## config.mk

```make
export PLATFORM = sky130hd
export DESIGN_NAME = run_monitor
export DESIGN_NICKNAME = d
export VERILOG_FILES = /design/src/rtl/run_monitor_pkg.sv /design/src/rtl/halt_detector.sv /design/src/rtl/run_monitor.sv
export SDC_FILE = /design/constraint.sdc
export NUM_CORES = 1
export LEC_CHECK = 0
export BUFFER_PORTS_ARGS = -buffer_cell sky130_fd_sc_hd__buf_2
export CAP_MARGIN = 40
export CORE_AREA = 2 2 129 131
export CTS_CLUSTER_SIZE = 24
export DETAILED_ROUTE_END_ITERATION = 10
export DIE_AREA = 0 0 131 133
export PLACE_DENSITY = 0.85
export SLEW_MARGIN = 20
export SYNTH_ARGS = -nofsm -noshare
export SYNTH_HDL_FRONTEND = slang
export SYNTH_SLANG_ARGS = --single-unit
```

## constraint.sdc

```tcl
create_clock -name clock -period 10.6 [get_ports clock]
set_input_delay 1.59 -clock clock [delete_from_list [all_inputs] [get_ports clock]]
set_output_delay 1.59 -clock clock [all_outputs]
set_load 0.005 [all_outputs]
```

## src/rtl/run_monitor_pkg.sv

```systemverilog
// run_monitor_pkg
// Shared types and helpers for the run_monitor execution monitor.
//   rm_state_t : top-level FSM states
//   rm_sel_w() : select/index width for a channel count (clog2, minimum 1)
package run_monitor_pkg;

  typedef enum logic [2:0] {
    IDLE    = 3'd0,
    RUN     = 3'd1,
    CAPTURE = 3'd2,
    CHECK   = 3'd3,
    DONE    = 3'd4
  } rm_state_t;

  function automatic int rm_sel_w(input int n);
    return (n <= 1) ? 1 : $clog2(n);
  endfunction

endpackage

```

## src/rtl/halt_detector.sv

```systemverilog
// halt_detector
// Tracks the previous program counter and counts consecutive identical
// samples while enabled. Raises a combinational halt pulse on the edge at
// which the repeat count reaches HALT_REPEAT.
// Ports:
//   clock, reset_n : clock, asynchronous active-low reset
//   clear          : forget the previous PC and zero the repeat count
//   en             : sample pc on this edge (monitor in RUN)
//   pc             : CPU program counter
//   halt           : this edge completes HALT_REPEAT equal samples
module halt_detector #(
  parameter int PC_W        = 16,
  parameter int HALT_REPEAT = 2
) (
  input  logic            clock,
  input  logic            reset_n,
  input  logic            clear,
  input  logic            en,
  input  logic [PC_W-1:0] pc,
  output logic            halt
);

  localparam int MW = (HALT_REPEAT < 1) ? 1 : $clog2(HALT_REPEAT + 1);

  logic [PC_W-1:0] prev_pc;
  logic            prev_vld;
  logic [MW-1:0]   match;
  logic [MW-1:0]   match_next;

  // The monitor leaves RUN on the halt edge, so match never exceeds HALT_REPEAT.
  always_comb begin
    match_next = '0;
    if (prev_vld && (pc == prev_pc)) match_next = match + 1'b1;
    halt = en && (match_next == MW'(HALT_REPEAT));
  end

  always_ff @(posedge clock or negedge reset_n) begin
    if (!reset_n) begin
      prev_pc  <= '0;
      prev_vld <= 1'b0;
      match    <= '0;
    end else if (clear) begin
      prev_vld <= 1'b0;
      match    <= '0;
    end else if (en) begin
      match    <= match_next;
      prev_pc  <= pc;
      prev_vld <= 1'b1;
    end
  end

endmodule

```

## src/rtl/run_monitor.sv

```systemverilog
// run_monitor
// Execution monitor for a CPU under test: counts cycles from start until the
// PC holds still, snapshots NUM_CH watched channels, compares them against
// expected values under a mask and reports the result on registered outputs.
// Optional feature macro: RUN_MONITOR_CHANGE_CNT_EN adds per-channel change
// counters during RUN, read back through rd_changes.
// Ports:
//   clock, reset_n   : clock, asynchronous active-low reset
//   start            : begin a run (honoured in IDLE or DONE)
//   pc               : CPU program counter
//   ch_data          : watched channels, channel i at [i*DATA_W +: DATA_W]
//   exp_data/exp_mask: expected values and per-channel check enable
//   rd_sel/rd_data   : combinational snapshot readout (0 when out of range)
//   rd_changes       : change count of channel rd_sel (feature macro only)
//   cycles           : executed-cycle count of the last run
//   busy/done        : RUN/CAPTURE/CHECK, and DONE
//   pass/timeout     : comparison result, run ended by MAX_CYCLES
//   fail_idx         : first mismatching channel
module run_monitor
  import run_monitor_pkg::*;
#(
  parameter int DATA_W      = 16,
  parameter int PC_W        = 16,
  parameter int NUM_CH      = 4,
  parameter int CYC_W       = 32,
  parameter int HALT_REPEAT = 2,
  parameter int MAX_CYCLES  = 100000
) (
  input  logic                          clock,
  input  logic                          reset_n,
  input  logic                          start,
  input  logic [PC_W-1:0]               pc,
  input  logic [NUM_CH*DATA_W-1:0]      ch_data,
  input  logic [NUM_CH*DATA_W-1:0]      exp_data,
  input  logic [NUM_CH-1:0]             exp_mask,
  input  logic [rm_sel_w(NUM_CH)-1:0]   rd_sel,
  output logic [DATA_W-1:0]             rd_data,
  output logic [CYC_W-1:0]              cycles,
  output logic                          busy,
  output logic                          done,
  output logic                          pass,
  output logic                          timeout,
`ifdef RUN_MONITOR_CHANGE_CNT_EN
  output logic [DATA_W-1:0]             rd_changes,
`endif
  output logic [rm_sel_w(NUM_CH)-1:0]   fail_idx
);

  localparam int SEL_W = rm_sel_w(NUM_CH);

  rm_state_t         state;
  rm_state_t         state_next;
  logic [CYC_W-1:0]  cnt;
  logic [CYC_W-1:0]  cnt_next;
  logic [SEL_W-1:0]  idx;
  logic [DATA_W-1:0] snap [NUM_CH];
  logic              run_clear;
  logic              run_en;
  logic              halt;
  logic              hit_max;

  assign run_clear = ((state == IDLE) || (state == DONE)) && start;
  assign run_en    = (state == RUN);
  assign cnt_next  = cnt + 1'b1;
  assign hit_max   = (cnt_next == CYC_W'(MAX_CYCLES));

  halt_detector #(
    .PC_W        (PC_W),
    .HALT_REPEAT (HALT_REPEAT)
  ) u_halt (
    .clock   (clock),
    .reset_n (reset_n),
    .clear   (run_clear),
    .en      (run_en),
    .pc      (pc),
    .halt    (halt)
  );

  // Next-state logic; halt takes priority over timeout on the same edge.
  always_comb begin
    state_next = state;
    case (state)
      IDLE, DONE: if (start) state_next = RUN;
      RUN: begin
        if (halt)         state_next = CAPTURE;
        else if (hit_max) state_next = DONE;
      end
      CAPTURE:    state_next = CHECK;
      CHECK:      if (idx == SEL_W'(NUM_CH - 1)) state_next = DONE;
      default:    state_next = IDLE;
    endcase
  end

  always_ff @(posedge clock or negedge reset_n) begin
    if (!reset_n) begin
      state    <= IDLE;
      cnt      <= '0;
      cycles   <= '0;
      busy     <= 1'b0;
      done     <= 1'b0;
      pass     <= 1'b0;
      timeout  <= 1'b0;
      fail_idx <= '0;
      idx      <= '0;
      for (int i = 0; i < NUM_CH; i++) snap[i] <= '0;
    end else begin
      state <= state_next;
      // busy/done are flopped from the next state so they are true registers.
      busy  <= (state_next == RUN) || (state_next == CAPTURE) || (state_next == CHECK);
      done  <= (state_next == DONE);
      case (state)
        IDLE, DONE: begin
          if (start) begin
            cnt      <= '0;
            pass     <= 1'b0;
            timeout  <= 1'b0;
            fail_idx <= '0;
          end
        end
        RUN: begin
          cnt <= cnt_next;
          if (halt) begin
            // The halt samples themselves are not executed cycles.
            cycles <= cnt_next - CYC_W'(HALT_REPEAT);
          end else if (hit_max) begin
            cycles  <= CYC_W'(MAX_CYCLES);
            timeout <= 1'b1;
            pass    <= 1'b0;
          end
        end
        // ---- capture stage: one-edge snapshot of every channel ----
        CAPTURE: begin
          for (int i = 0; i < NUM_CH; i++) snap[i] <= ch_data[i*DATA_W +: DATA_W];
          pass <= 1'b1;
          idx  <= '0;
        end
        // ---- check stage: one channel per edge, first failure sticks ----
        CHECK: begin
          if (exp_mask[idx] && pass &&
              (snap[idx] != exp_data[int'(idx)*DATA_W +: DATA_W])) begin
            pass     <= 1'b0;
            fail_idx <= idx;
          end
          idx <= idx + 1'b1;
        end
        default: ;
      endcase
    end
  end

  always_comb begin
    rd_data = '0;
    for (int i = 0; i < NUM_CH; i++)
      if (rd_sel == SEL_W'(i)) rd_data = snap[i];
  end

`ifdef RUN_MONITOR_CHANGE_CNT_EN
  logic [DATA_W-1:0] chg_prev [NUM_CH];
  logic [DATA_W-1:0] chg_cnt  [NUM_CH];
  logic              chg_vld;

  function automatic logic [DATA_W-1:0] sat_inc(input logic [DATA_W-1:0] v);
    return (v == {DATA_W{1'b1}}) ? v : v + 1'b1;
  endfunction

  // The first RUN sample only seeds chg_prev; changes count from the second.
  always_ff @(posedge clock or negedge reset_n) begin
    if (!reset_n) begin
      chg_vld <= 1'b0;
      for (int i = 0; i < NUM_CH; i++) begin
        chg_prev[i] <= '0;
        chg_cnt[i]  <= '0;
      end
    end else if (run_clear) begin
      chg_vld <= 1'b0;
      for (int i = 0; i < NUM_CH; i++) chg_cnt[i] <= '0;
    end else if (run_en) begin
      chg_vld <= 1'b1;
      for (int i = 0; i < NUM_CH; i++) begin
        if (chg_vld && (ch_data[i*DATA_W +: DATA_W] != chg_prev[i]))
          chg_cnt[i] <= sat_inc(chg_cnt[i]);
        chg_prev[i] <= ch_data[i*DATA_W +: DATA_W];
      end
    end
  end

  always_comb begin
    rd_changes = '0;
    for (int i = 0; i < NUM_CH; i++)
      if (rd_sel == SEL_W'(i)) rd_changes = chg_cnt[i];
  end
`endif

endmodule

```

==> flow_metrics.tcl <==
set metrics [dict create \
    cts.clk_slew.worst_paths_ns 0.06 \
    cts_tree "built" \
    cts_setup_buffers 0 \
    place_area_um2 10510 \
    period_minus_slack_ns 4.383 \
    hold_class "register to register" \
    pre_cts_ws_ns 6.211 \
    initial_core_util 0.5797 \
    setup_ws_ns 6.217 \
    grt_use_total 0.3074 \
    synthCells 935 \
    crit_fanout 16 \
    drc 0 \
    setup_tns_ns 0 \
    first_pass_iters 6 \
    holdWs_ns 0.4907 \
    drt_iter0_drc 871 \
    drive_gt1_frac 0.3113 \
    num_vias 8066 \
    design_area_um2 11150 \
    antenna_left 0 \
    fp.dieW_um 131 \
    yosysSeqAreaShare 0.4217 \
    fin_crit_sh 0.4135 \
    grt_max_degree 91 \
    nets 1261 \
    core_um2 16170 \
    synth-edff-count 0 \
    io_buffers 206 \
    grt_pass1_vias 8041 \
    ys_warn_count 0 \
    ys_ff_latch 158 \
    grt_setup_unrepaired "no" \
    cts_buffer_depth 2 \
    criticalPathCategory "input port to output pin" \
    syn_area_per_cell_um2 10.03 \
    root_buffer "clkbuf_16" \
    cts_resized 0 \
    die_h_um 133 \
    worstMarginPinSlew_ns 0.8586 \
    drv_slew 0 \
    worstSetupStartpointType "input port" \
    grt_first_pass_wirelength_um 41680 \
    grt_overflow 0 \
    ir_drop_uv 120.1 \
    p_leak_nw 5.328 \
    cp-end-kind "output pin" \
    outcome "finished clean" \
    worstPathArrival_ns 2.79 \
    cts_buffers 17 \
    netlist-cell-type-count 72 \
    finalSetupViolations 0 \
    clock_sinks 158 \
    wl_met1_um 9873 \
    wl_met3_um 1987 \
    h-tree-depth 4 \
    max_slew_margin 0.4223 \
    worstPathRequired_ns 9.01 \
    cap_violations 0 \
    gp_congestion 1.011 \
    clk_latency_ns 0.43 \
    final_cell_mix "buf_2, dfrtp_1, nand2_1, mux2_2, xnor2_1" \
    routed_via_density 6.019 \
    top_level_ports 207 \
    area_delta_synth_final_pct 18.96 \
    layout_commonest_cell "buf_2" \
    hold_viol 0 \
    max_freq_mhz 228.2 \
    p_per_area_nw_per_um2 156.6 \
    cts_hold_buffers 0 \
    antenna_found_initial 2 \
    dieArea_um2 17420 \
    async_reset_ff_frac 1.000 \
    synthFlopType "dfrtp_1" \
    num_rows 47 \
    syn-num-nets 1091 \
    fin_skew_ns 0.01306 \
    wire_per_inst_um 19.24 \
    dr_wl_met2_um 12900 \
    synth_area_um2 9375 \
    hpwlAfterDp_um 19130 \
    drt_wl_total_um 25790 \
    topRoutingLayerUsed "met4" \
]
## metrics by stage
step / utilization / instances / total power [mW]
3_5_place_dp: 0.6497 / 1305 / 1.109
6_report: 0.6897 / 1340 / 1.747
3_3_place_gp: 0.6485 / 1304 / 1.098
4_1_cts: 0.6877 / 1337 / 1.748
2_1_floorplan: - / 935 / 0.9927
5_1_grt: 0.6897 / 1340 / 1.834
## Yosys cell counts, types with 13 or more instances
cell type | instances | area [um^2]
nor2_1 | 41 | 153.9
xor2_1 | 60 | 525.5
a21oi_1 | 15 | 75.07
buf_2 | 13 | 65.06
dfrtp_1 | 158 | 3954
nand2_1 | 108 | 405.4
or3_1 | 13 | 81.33
a22o_1 | 20 | 175.2
mux2_2 | 67 | 754.5
nor3_1 | 17 | 85.08
o21ai_0 | 48 | 240.2
xnor2_1 | 66 | 578.1
mux4_2 | 17 | 382.9
nor4_1 | 32 | 200.2
clkbuf_1 | 46 | 172.7
nand4_1 | 25 | 156.4
nand3_1 | 32 | 160.2
## power by group
group | internal (mW) | switching, mW | leakage [nW] | total, mW
Combinational | 0.191 | 0.231 | 2.91 | 0.422
Sequential | 0.627 | 0.0567 | 2.12 | 0.683
Clock | 0.385 | 0.256 | 0.302 | 0.641
## logic make-up after synthesis
family                   count (synthesis)  synth area share
AO/OA/AOI/OAI                          154            0.1132
XOR/XNOR                               126            0.1177
adder cells (fa/ha/maj)                  3          0.004004
buffers and inverters                   77           0.03377
flip-flops                             158            0.4217
multiplexers                            87            0.1245
AND/OR/NAND/NOR                        330            0.1851
## state kept, by name, indices dropped and copies added (netlist names)
name	cells
u_halt.prev_pc	16
cycles	32
fail_idx	2
u_halt.match	2
pass	1
cnt	32
busy	1
snap	64
state	3
idx	2
u_halt.prev_vld	1
done	1
timeout	1
## area by class of cell
class                      count  area, um^2
fill                        1217        5019
timing repair buffer         215        1137
inverter                      13       48.80
multi-input combinational    700        5120
clock buffer                  20       456.7
tap                          220       275.3
antenna                        2       5.005
clock inverter                12       156.4
sequential                   158        3954
## final timing paths
kind,startpoint,to,slack [ns],depth (start not counted)
worst max register to register,cnt[0],cycles[18],6.50,10
min in group asynchronous,reset_n,cycles[4],1.07,1
max in group asynchronous,reset_n,snap[6],8.52,3
worst max-delay path,rd_sel[0],rd_data[2],6.22,3
worst min register to register,u_halt.prev_vld,u_halt.prev_vld,0.49,2
worst min-delay path,u_halt.prev_vld,u_halt.prev_vld,0.49,2
## layer usage
layer / up-vias / global-route usage
met3: 77 / 0.08006
li1: 3751 / -
met5: - / 0
met4: 0 / 0.1271
met2: 410 / 0.5081
met1: 3828 / 0.3807
## critical path: stages
cell and delay [ns]:
buf_2 0.45, mux4_2 0.58, buf_2 0.17
Power figures use the tool's default switching activity.
